===== config.mk =====
export PLATFORM = sky130hd
export DESIGN_NAME = skin_map_reader
export DESIGN_NICKNAME = d
export VERILOG_FILES = /design/src/rtl/skin_map_reader.sv
export SDC_FILE = /design/constraint.sdc
export NUM_CORES = 2
export LEC_CHECK = 0
export ABC_AREA = 1
export BUFFER_PORTS_ARGS = -buffer_cell sky130_fd_sc_hd__buf_2
export CORE_AREA = 3 3 496 498
export CTS_BUF_LIST = sky130_fd_sc_hd__clkbuf_2 sky130_fd_sc_hd__clkbuf_4 sky130_fd_sc_hd__clkbuf_8
export CTS_CLUSTER_DIAMETER = 30
export DETAILED_ROUTE_END_ITERATION = 10
export DIE_AREA = 0 0 499 501
export PLACE_DENSITY = 0.54
export SLEW_MARGIN = 20
export SYNTH_ARGS = -nofsm -noshare
export SYNTH_HDL_FRONTEND = slang
export SYNTH_SLANG_ARGS = --single-unit

===== constraint.sdc =====
create_clock -name clk -period 2.01 [get_ports clk]
set_clock_uncertainty 0.15 [all_clocks]
set_input_delay 0 -clock clk [delete_from_list [all_inputs] [get_ports clk]]
set_output_delay 0 -clock clk [all_outputs]
set_load 0.005 [all_outputs]

===== src/rtl/skin_map_reader.sv =====
// Scans a 40x30 skin-patch map one patch per clock; publishes count, bounding box and sums.
// Optional macro NEIGHBOUR_FILTER_EN: a patch counts only if a 4-neighbour is also set.
module skin_map_reader (
  input  logic          clk,
  input  logic          rst,
  input  logic          iStart,
  input  logic [1199:0] iSkinFrame,
  output logic          oBusy,
  output logic          oDone,
  output logic          oValid,
  output logic [10:0]   oCount,
  output logic [5:0]    oMinX,
  output logic [5:0]    oMaxX,
  output logic [5:0]    oMinY,
  output logic [5:0]    oMaxY,
  output logic [15:0]   oSumX,
  output logic [15:0]   oSumY
);

  localparam int unsigned Cols    = 40;
  localparam int unsigned Patches = 1200;

  typedef enum logic [1:0] {StIdle, StScan, StPublish} state_e;

  state_e state_q, state_d;

  // Shadow shifts right each scan step, so bit 0 is always the current patch.
  logic [Patches-1:0] shadow_q;
  logic [10:0]        idx_q;
  logic [5:0]         x_q;
  logic [5:0]         y_q;

  logic [10:0] count_q;
  logic [15:0] sum_x_q;
  logic [15:0] sum_y_q;
  logic [5:0]  min_x_q;
  logic [5:0]  max_x_q;
  logic [5:0]  min_y_q;
  logic [5:0]  max_y_q;

  logic        res_valid_q;
  logic [10:0] res_count_q;
  logic [5:0]  res_min_x_q;
  logic [5:0]  res_max_x_q;
  logic [5:0]  res_min_y_q;
  logic [5:0]  res_max_y_q;
  logic [15:0] res_sum_x_q;
  logic [15:0] res_sum_y_q;
  logic        done_q;

  logic hit;

`ifdef NEIGHBOUR_FILTER_EN
  // Last 40 patches shifted out: bit 39 is the left neighbour, bit 0 the one above.
  logic [Cols-1:0] hist_q;
  logic            nb_left;
  logic            nb_right;
  logic            nb_up;
  logic            nb_down;

  always_comb begin
    nb_left  = hist_q[Cols-1] & (x_q != 6'd0);
    nb_right = shadow_q[1] & (x_q != 6'd39);
    nb_up    = hist_q[0] & (y_q != 6'd0);
    nb_down  = shadow_q[Cols] & (y_q != 6'd29);
    hit      = shadow_q[0] & (nb_left | nb_right | nb_up | nb_down);
  end
`else
  always_comb begin
    hit = shadow_q[0];
  end
`endif

  always_comb begin
    state_d = state_q;
    unique case (state_q)
      StIdle:    if (iStart) state_d = StScan;
      StScan:    if (idx_q == 11'(Patches - 1)) state_d = StPublish;
      StPublish: state_d = StIdle;
      default:   state_d = StIdle;
    endcase
  end

  always_ff @(posedge clk) begin
    if (rst) begin
      state_q <= StIdle;
    end else begin
      state_q <= state_d;
    end
  end

  always_ff @(posedge clk) begin
    if (rst) begin
      shadow_q    <= '0;
      idx_q       <= '0;
      x_q         <= '0;
      y_q         <= '0;
      count_q     <= '0;
      sum_x_q     <= '0;
      sum_y_q     <= '0;
      min_x_q     <= '0;
      max_x_q     <= '0;
      min_y_q     <= '0;
      max_y_q     <= '0;
      res_valid_q <= 1'b0;
      res_count_q <= '0;
      res_min_x_q <= '0;
      res_max_x_q <= '0;
      res_min_y_q <= '0;
      res_max_y_q <= '0;
      res_sum_x_q <= '0;
      res_sum_y_q <= '0;
      done_q      <= 1'b0;
`ifdef NEIGHBOUR_FILTER_EN
      hist_q      <= '0;
`endif
    end else begin
      done_q <= 1'b0;
      unique case (state_q)
        StIdle: begin
          if (iStart) begin
            shadow_q <= iSkinFrame;
            idx_q    <= '0;
            x_q      <= '0;
            y_q      <= '0;
            count_q  <= '0;
            sum_x_q  <= '0;
            sum_y_q  <= '0;
            min_x_q  <= 6'd63;
            max_x_q  <= '0;
            min_y_q  <= 6'd63;
            max_y_q  <= '0;
`ifdef NEIGHBOUR_FILTER_EN
            hist_q   <= '0;
`endif
          end
        end
        StScan: begin
          shadow_q <= {1'b0, shadow_q[Patches-1:1]};
`ifdef NEIGHBOUR_FILTER_EN
          hist_q   <= {shadow_q[0], hist_q[Cols-1:1]};
`endif
          if (hit) begin
            count_q <= count_q + 11'd1;
            sum_x_q <= sum_x_q + {10'd0, x_q};
            sum_y_q <= sum_y_q + {10'd0, y_q};
            if (x_q < min_x_q) min_x_q <= x_q;
            if (x_q > max_x_q) max_x_q <= x_q;
            if (y_q < min_y_q) min_y_q <= y_q;
            if (y_q > max_y_q) max_y_q <= y_q;
          end
          idx_q <= idx_q + 11'd1;
          if (x_q == 6'(Cols - 1)) begin
            x_q <= '0;
            y_q <= y_q + 6'd1;
          end else begin
            x_q <= x_q + 6'd1;
          end
        end
        StPublish: begin
          res_valid_q <= (count_q != 11'd0);
          res_count_q <= count_q;
          res_sum_x_q <= sum_x_q;
          res_sum_y_q <= sum_y_q;
          if (count_q == 11'd0) begin
            res_min_x_q <= '0;
            res_max_x_q <= '0;
            res_min_y_q <= '0;
            res_max_y_q <= '0;
          end else begin
            res_min_x_q <= min_x_q;
            res_max_x_q <= max_x_q;
            res_min_y_q <= min_y_q;
            res_max_y_q <= max_y_q;
          end
          done_q <= 1'b1;
        end
        default: ;
      endcase
    end
  end

  assign oBusy  = (state_q != StIdle);
  assign oDone  = done_q;
  assign oValid = res_valid_q;
  assign oCount = res_count_q;
  assign oMinX  = res_min_x_q;
  assign oMaxX  = res_max_x_q;
  assign oMinY  = res_min_y_q;
  assign oMaxY  = res_max_y_q;
  assign oSumX  = res_sum_x_q;
  assign oSumY  = res_sum_y_q;

endmodule


==> results by group, run 1 <==
Clocking
  • CTS Sinks: 1361
  • Num CTS Buffers: 346
  • Clk root buf: clkbuf_8
  • H-tree depth: 5
  • Max Root-Sink Buffers: 4

Floorplan
  • Initial core utilization: 23.58%
  • Die Span Y: 501 um
  • Die W: 499 um
  • Core Rows: 181
  • Num ports: 1273

Yosys
  • Warnings from Yosys: 0
  • Mapped Nets: 9027
  • Synthesized flop and latch total: 1361
  • Cells after synthesis: 7783
  • Mapped Area: 0.05719 mm2
  • Post-synthesis sequential area ratio: 47.64%
  • Library cells used by synthesis: 36
  • Avg Inst Size Synth: 7.349 um2

Global routing
  • Total GRT Usage: 24.58%
  • Gr ovfl total: 95
  • Vias in the first global route: 82110
  • Largest net degree at the start of global routing: 145
  • First-pass GRT wire length: 479100 um

Placement
  • Dpl ws: -0.02404 ns
  • Routability cong.: 0.8865
  • DP Area: 0.06856 mm2
  • Port bufs: 1272
  • HPWL Detailed: 161500 um

Outcome
  • Error msg: [ERROR GRT-0116] Global routing finished with congestion. Check the congestion regions in the DRC Viewer.
  • Fail Step: global routing (5_1_grt)
  • Outcome: did not finish
==> cell usage after synthesis <==
library cell  instances  area share, %
xnor2_1               2          0.031
nand3b_1              3          0.039
a31o_2                1          0.015
a22oi_1               3          0.039
a21o_1                2          0.026
nand4_1              16           0.18
nor2_1              188            1.2
inv_2                 4          0.026
a21oi_1             115            1.0
a211oi_1              4          0.053
a31oi_1            1204             13
o211a_1               2          0.035
clkbuf_1            378            2.5
nor2_4                1          0.020
inv_1                94           0.62
buf_1                13          0.085
clkbuf_2             58           0.51
nor4_1                1          0.011
o21ai_0            1268             11
buf_2               261            2.3
clkinv_1              1         0.0066
dfxtp_1            1361             48
nand3_1              79           0.69
fa_1                  2          0.070
a21oi_2               1          0.015
or2_2                 2          0.022
nor3_1               18           0.16
nand2_1            2643             17
xor2_1                5          0.077
o211ai_1              1          0.013
o21bai_1              1          0.013
a21boi_0              2          0.026
nand2_2               2          0.022
and3_1                2          0.022
ha_1                 39           0.85
buf_4                 6          0.079
==> routing by layer <==
layer	GRT overflow	GRT usage, %
met2	64	37.65
met5	0	1.891
met3	1	10.90
met4	30	15.92
met1	0	27.57
==> per-stage QoR <==
step	TNS [ns]	std cells	utilization, %
CTS	-0.06376	14940	41.72
global placement	-0.01904	11910	28.27
detailed placement	-0.05492	11910	28.27
floorplan	0	7783	-
==> kinds of logic after synthesis <==
| logic type | share of synthesized area [%] |
|---|---|
| buffers and inverters | 6.086 |
| DFF | 47.64 |
| adders and majority gates | 0.9232 |
| and+or+nand+nor | 19.74 |
| xor gates and xnor gates | 0.1072 |
| AOI/OAI and AO/OA | 25.51 |
==> repair_timing <==
action | 4_1_cts
setup buffers | 1
endpoints found under the hold margin | 1361
hold buffers | 2419
setup endpoints to repair | 159
gates cloned | 4
resized for setup | 13
==> run 2, diff against run 1 <==
==> config.mk (replaced) <==
export PLATFORM = sky130hd
export DESIGN_NAME = skin_map_reader
export DESIGN_NICKNAME = d
export VERILOG_FILES = /design/src/rtl/skin_map_reader.sv
export SDC_FILE = /design/constraint.sdc
export NUM_CORES = 2
export LEC_CHECK = 0
export ABC_AREA = 1
export BUFFER_PORTS_ARGS = -buffer_cell sky130_fd_sc_hd__buf_2
export CORE_AREA = 3 3 498 500
export DETAILED_ROUTE_END_ITERATION = 10
export DIE_AREA = 0 0 501 503
export PLACE_DENSITY_LB_ADDON = 0.15
export SLEW_MARGIN = 20
export SYNTH_ARGS = -nofsm -noshare
export SYNTH_HDL_FRONTEND = slang
export SYNTH_SLANG_ARGS = --single-unit
==> constraint.sdc (replaced) <==
create_clock -name clk -period 2.6 [get_ports clk]
set_clock_uncertainty 0.15 [all_clocks]
set_input_delay 0 -clock clk [delete_from_list [all_inputs] [get_ports clk]]
set_output_delay 0 -clock clk [all_outputs]
set_load 0.005 [all_outputs]
==> run 2 against run 1 <==
The flow now finishes without violations. Synthesized cell count stayed put. Area after synthesis stayed put.
==> results by group, run 2 <==
Detailed routing
  • First DRT Iteration DRCs: 4887
  • Post-DRT Antenna Nets: 0
  • DRC: 0
  • Vias: 69030
  • WL/cell: 17.75 um
  • Drt total wl: 257400 um
  • DRT Pass-1 Iters: 8
  • Drt via density: 4.761

Yosys
  • Avg Inst Size Synth: 7.349 um2
  • Mapped Area: 0.05719 mm2
  • Post-synthesis sequential area ratio: 47.64%
  • Synthesized flop and latch total: 1361
  • Commonest register cell after synthesis: dfxtp_1
  • Area share of the leading cell type in the synthesized netlist: 47.64%
  • Mapped Nets: 9027
  • Async SR Flop Fraction: 0%
  • Top-count cell post-synth: nand2_1
  • Synth area leader: dfxtp_1
  • Library cells used by synthesis: 36
  • EDFF count, synth: 0
  • Most frequent cells after synthesis: nand2_1 (2643), dfxtp_1 (1361), o21ai_0 (1268)
  • Warnings from Yosys: 0
  • Synth top area cells: dfxtp_1 (48%), nand2_1 (17%), a31oi_1 (13%)
  • Cells after synthesis: 7783

Setup path
  • Startpoint type of the worst setup path: register
  • Critical path's top delay family: buffers and inverters
  • Critical Path End Type: register
  • Buffer and inverter count on the worst path: 4
  • Crit Path Category: register to register
  • Crit path max fanout: 44
  • CP arrival: 3.04 ns
  • Required time of the critical path: 3.18 ns
  • Critical path cell sequence: inv_2 > nor2_4 > buf_12 > buf_4 > nand2_1 > a31oi_1 > dlygate4sd3_1
  • CP peak stage delay: 0.58 ns
  • Slowest cell on the critical path: dlygate4sd3_1

STA
  • Minimum clock period: 2.457 ns
  • Pin slew with the least headroom to its limit: 0.6969 ns
  • Setup TNS: 0 ns
  • Max Slew Vio Count: 0
  • Unrepaired setup endpoints after global routing: no
  • Max-slew headroom: 53.54%
  • Worst hold slack: 0.07155 ns
  • Final Setup Violations: 0
  • Tcrit/Tclk final: 94.51%
  • Peak Freq: 407.0 MHz
  • Final Hold Viols: 0
  • Setup ws final: 0.1428 ns

Final layout
  • Max reg flops: 1200
  • Commonest non-fill, non-tap cell in the layout: nand2_1
  • Most frequent cells in the layout: nand2_1 (2641), dlygate4sd3_1 (2404), dfxtp_1 (1360), buf_2 (1272), o21ai_0 (1268)
  • Finished Cell Area: 0.09682 mm2
  • Area Overhead vs Synth: 69.28%
  • Reg with most FFs: shadow_q
  • Nets@finish: 12340
  • Fin util: 39.77%
  • Layout cell share with drive strength beyond 1: 15.46%
  • Post-route insts no fill: 14500

Power and ir drop
  • Lkg Pwr: 39.89 nW
  • Pwr dens: 607.1 mW/mm2
  • Maximum VDD drop: 0.4991 mV
  • Tot Pwr: 58.79 mW

Placement
  • DP Area: 0.06696 mm2
  • Port bufs: 1272
  • Routability cong.: 0.8576
  • Dpl ws: 0.3412 ns
  • HPWL Detailed: 168100 um
  • Placed Cells: 11730

Flow run
  • Max cap viols: 0

Clocking
  • H-tree depth: 4
  • CTS tree: yes
  • Max Root-Sink Buffers: 3
  • Latest clock arrival within the worst-skew pair: 0.80 ns
  • Num CTS Buffers: 166
  • Reg clk slew, reported paths: 0.06 ns
  • CTS Sinks: 1361
  • Clk root buf: clkbuf_16

Global routing
  • Vias in the first global route: 69250
  • First-pass GRT wire length: 396600 um
  • Largest net degree at the start of global routing: 137
  • Total GRT Usage: 19.49%
  • Antenna violations before repair: 79
  • Gr ovfl total: 0

Floorplan
  • Die W: 501 um
  • Num ports: 1273
  • Core ar.: 0.2435 mm2
  • Die Span Y: 503 um
  • Full die area: 0.2520 mm2
  • Core Rows: 181
  • Initial core utilization: 23.49%

Hold path
  • Hold Crit Class: input port to register

Outcome
  • Outcome: completed
[run 2: cell counts after synthesis]
No cell type changed its count.
[run 2: kinds of logic (layout without fill, tap and decap cells)]
kind of cell / Yosys count / count (layout) / share of synthesized area (%)
AND/OR/NAND/NOR: 2955 / 2955 / 19.74
AO/OA/AOI/OAI: 2604 / 2604 / 25.51
flip-flops: 1361 / 1361 / 47.64
buffers and inverters: 815 / 4258 / 6.086
adder cells (fa/ha/maj): 41 / 41 / 0.9232
XOR/XNOR: 7 / 7 / 0.1072
other: 0 / 70 / 0
[run 2: metal layers]
| layer | share of wire (%) | routed length (um) | GRT usage (%) | up-vias |
|---|---|---|---|---|
| li1 | - | - | - | 33580 |
| met1 | 43 | 111000 | 24.12 | 32580 |
| met2 | 48 | 123100 | 33.31 | 2168 |
| met3 | 5.0 | 12750 | 3.438 | 668 |
| met4 | 4.0 | 10340 | 8.028 | 38 |
| met5 | 0.089 | 229 | 0 | - |
[run 2: repair_timing]
action | in CTS | in global routing
hold buffers | 2404 | 0
hold endpoints to repair | 1309 | 0
setup buffers | 0 | 0
resized for setup | 0 | 6
endpoints found under the setup margin | 0 | 15
[run 2: final timing paths]
check | to | cells past startpoint | slack [ns] | from
worst max-delay path | shadow_q[409] | 7 | 0.14 | state_q[0]
worst min-delay path | shadow_q[802] | 4 | 0.07 | iSkinFrame[802]
worst min register to register | shadow_q[585] | 2 | 0.28 | shadow_q[586]
worst max register to register | shadow_q[409] | 7 | 0.14 | state_q[0]
[run 2: final cells by class]
| type | count | area (um2) |
|---|---|---|
| repair buffers | 3864 | 32950 |
| inverters | 99 | 379.1 |
| diodes | 70 | 175.2 |
| well taps | 3202 | 4006 |
| fillers | 24590 | 146600 |
| multi-input cells | 5607 | 26510 |
| clock buffers | 247 | 4943 |
| flip-flops and latches | 1361 | 27250 |
| clock inverters | 48 | 603.1 |
[run 2: worst reg2reg max path: cells and delay by family (launching register included)]
kind / cells / cell delay (ns)
compound gates: 1 / 0.19
buf+inv: 4 / 1.33
flops: 1 / 0.45
simple gates: 2 / 0.29
[run 2: report_power, final]
part	total [mW]	internal (mW)	switching [mW]
logic	10.9	5.32	5.60
registers	24.1	23.0	1.12
clock network	23.8	14.0	9.79
total	58.8	42.3	16.5
(Power assumes the default switching activity.)
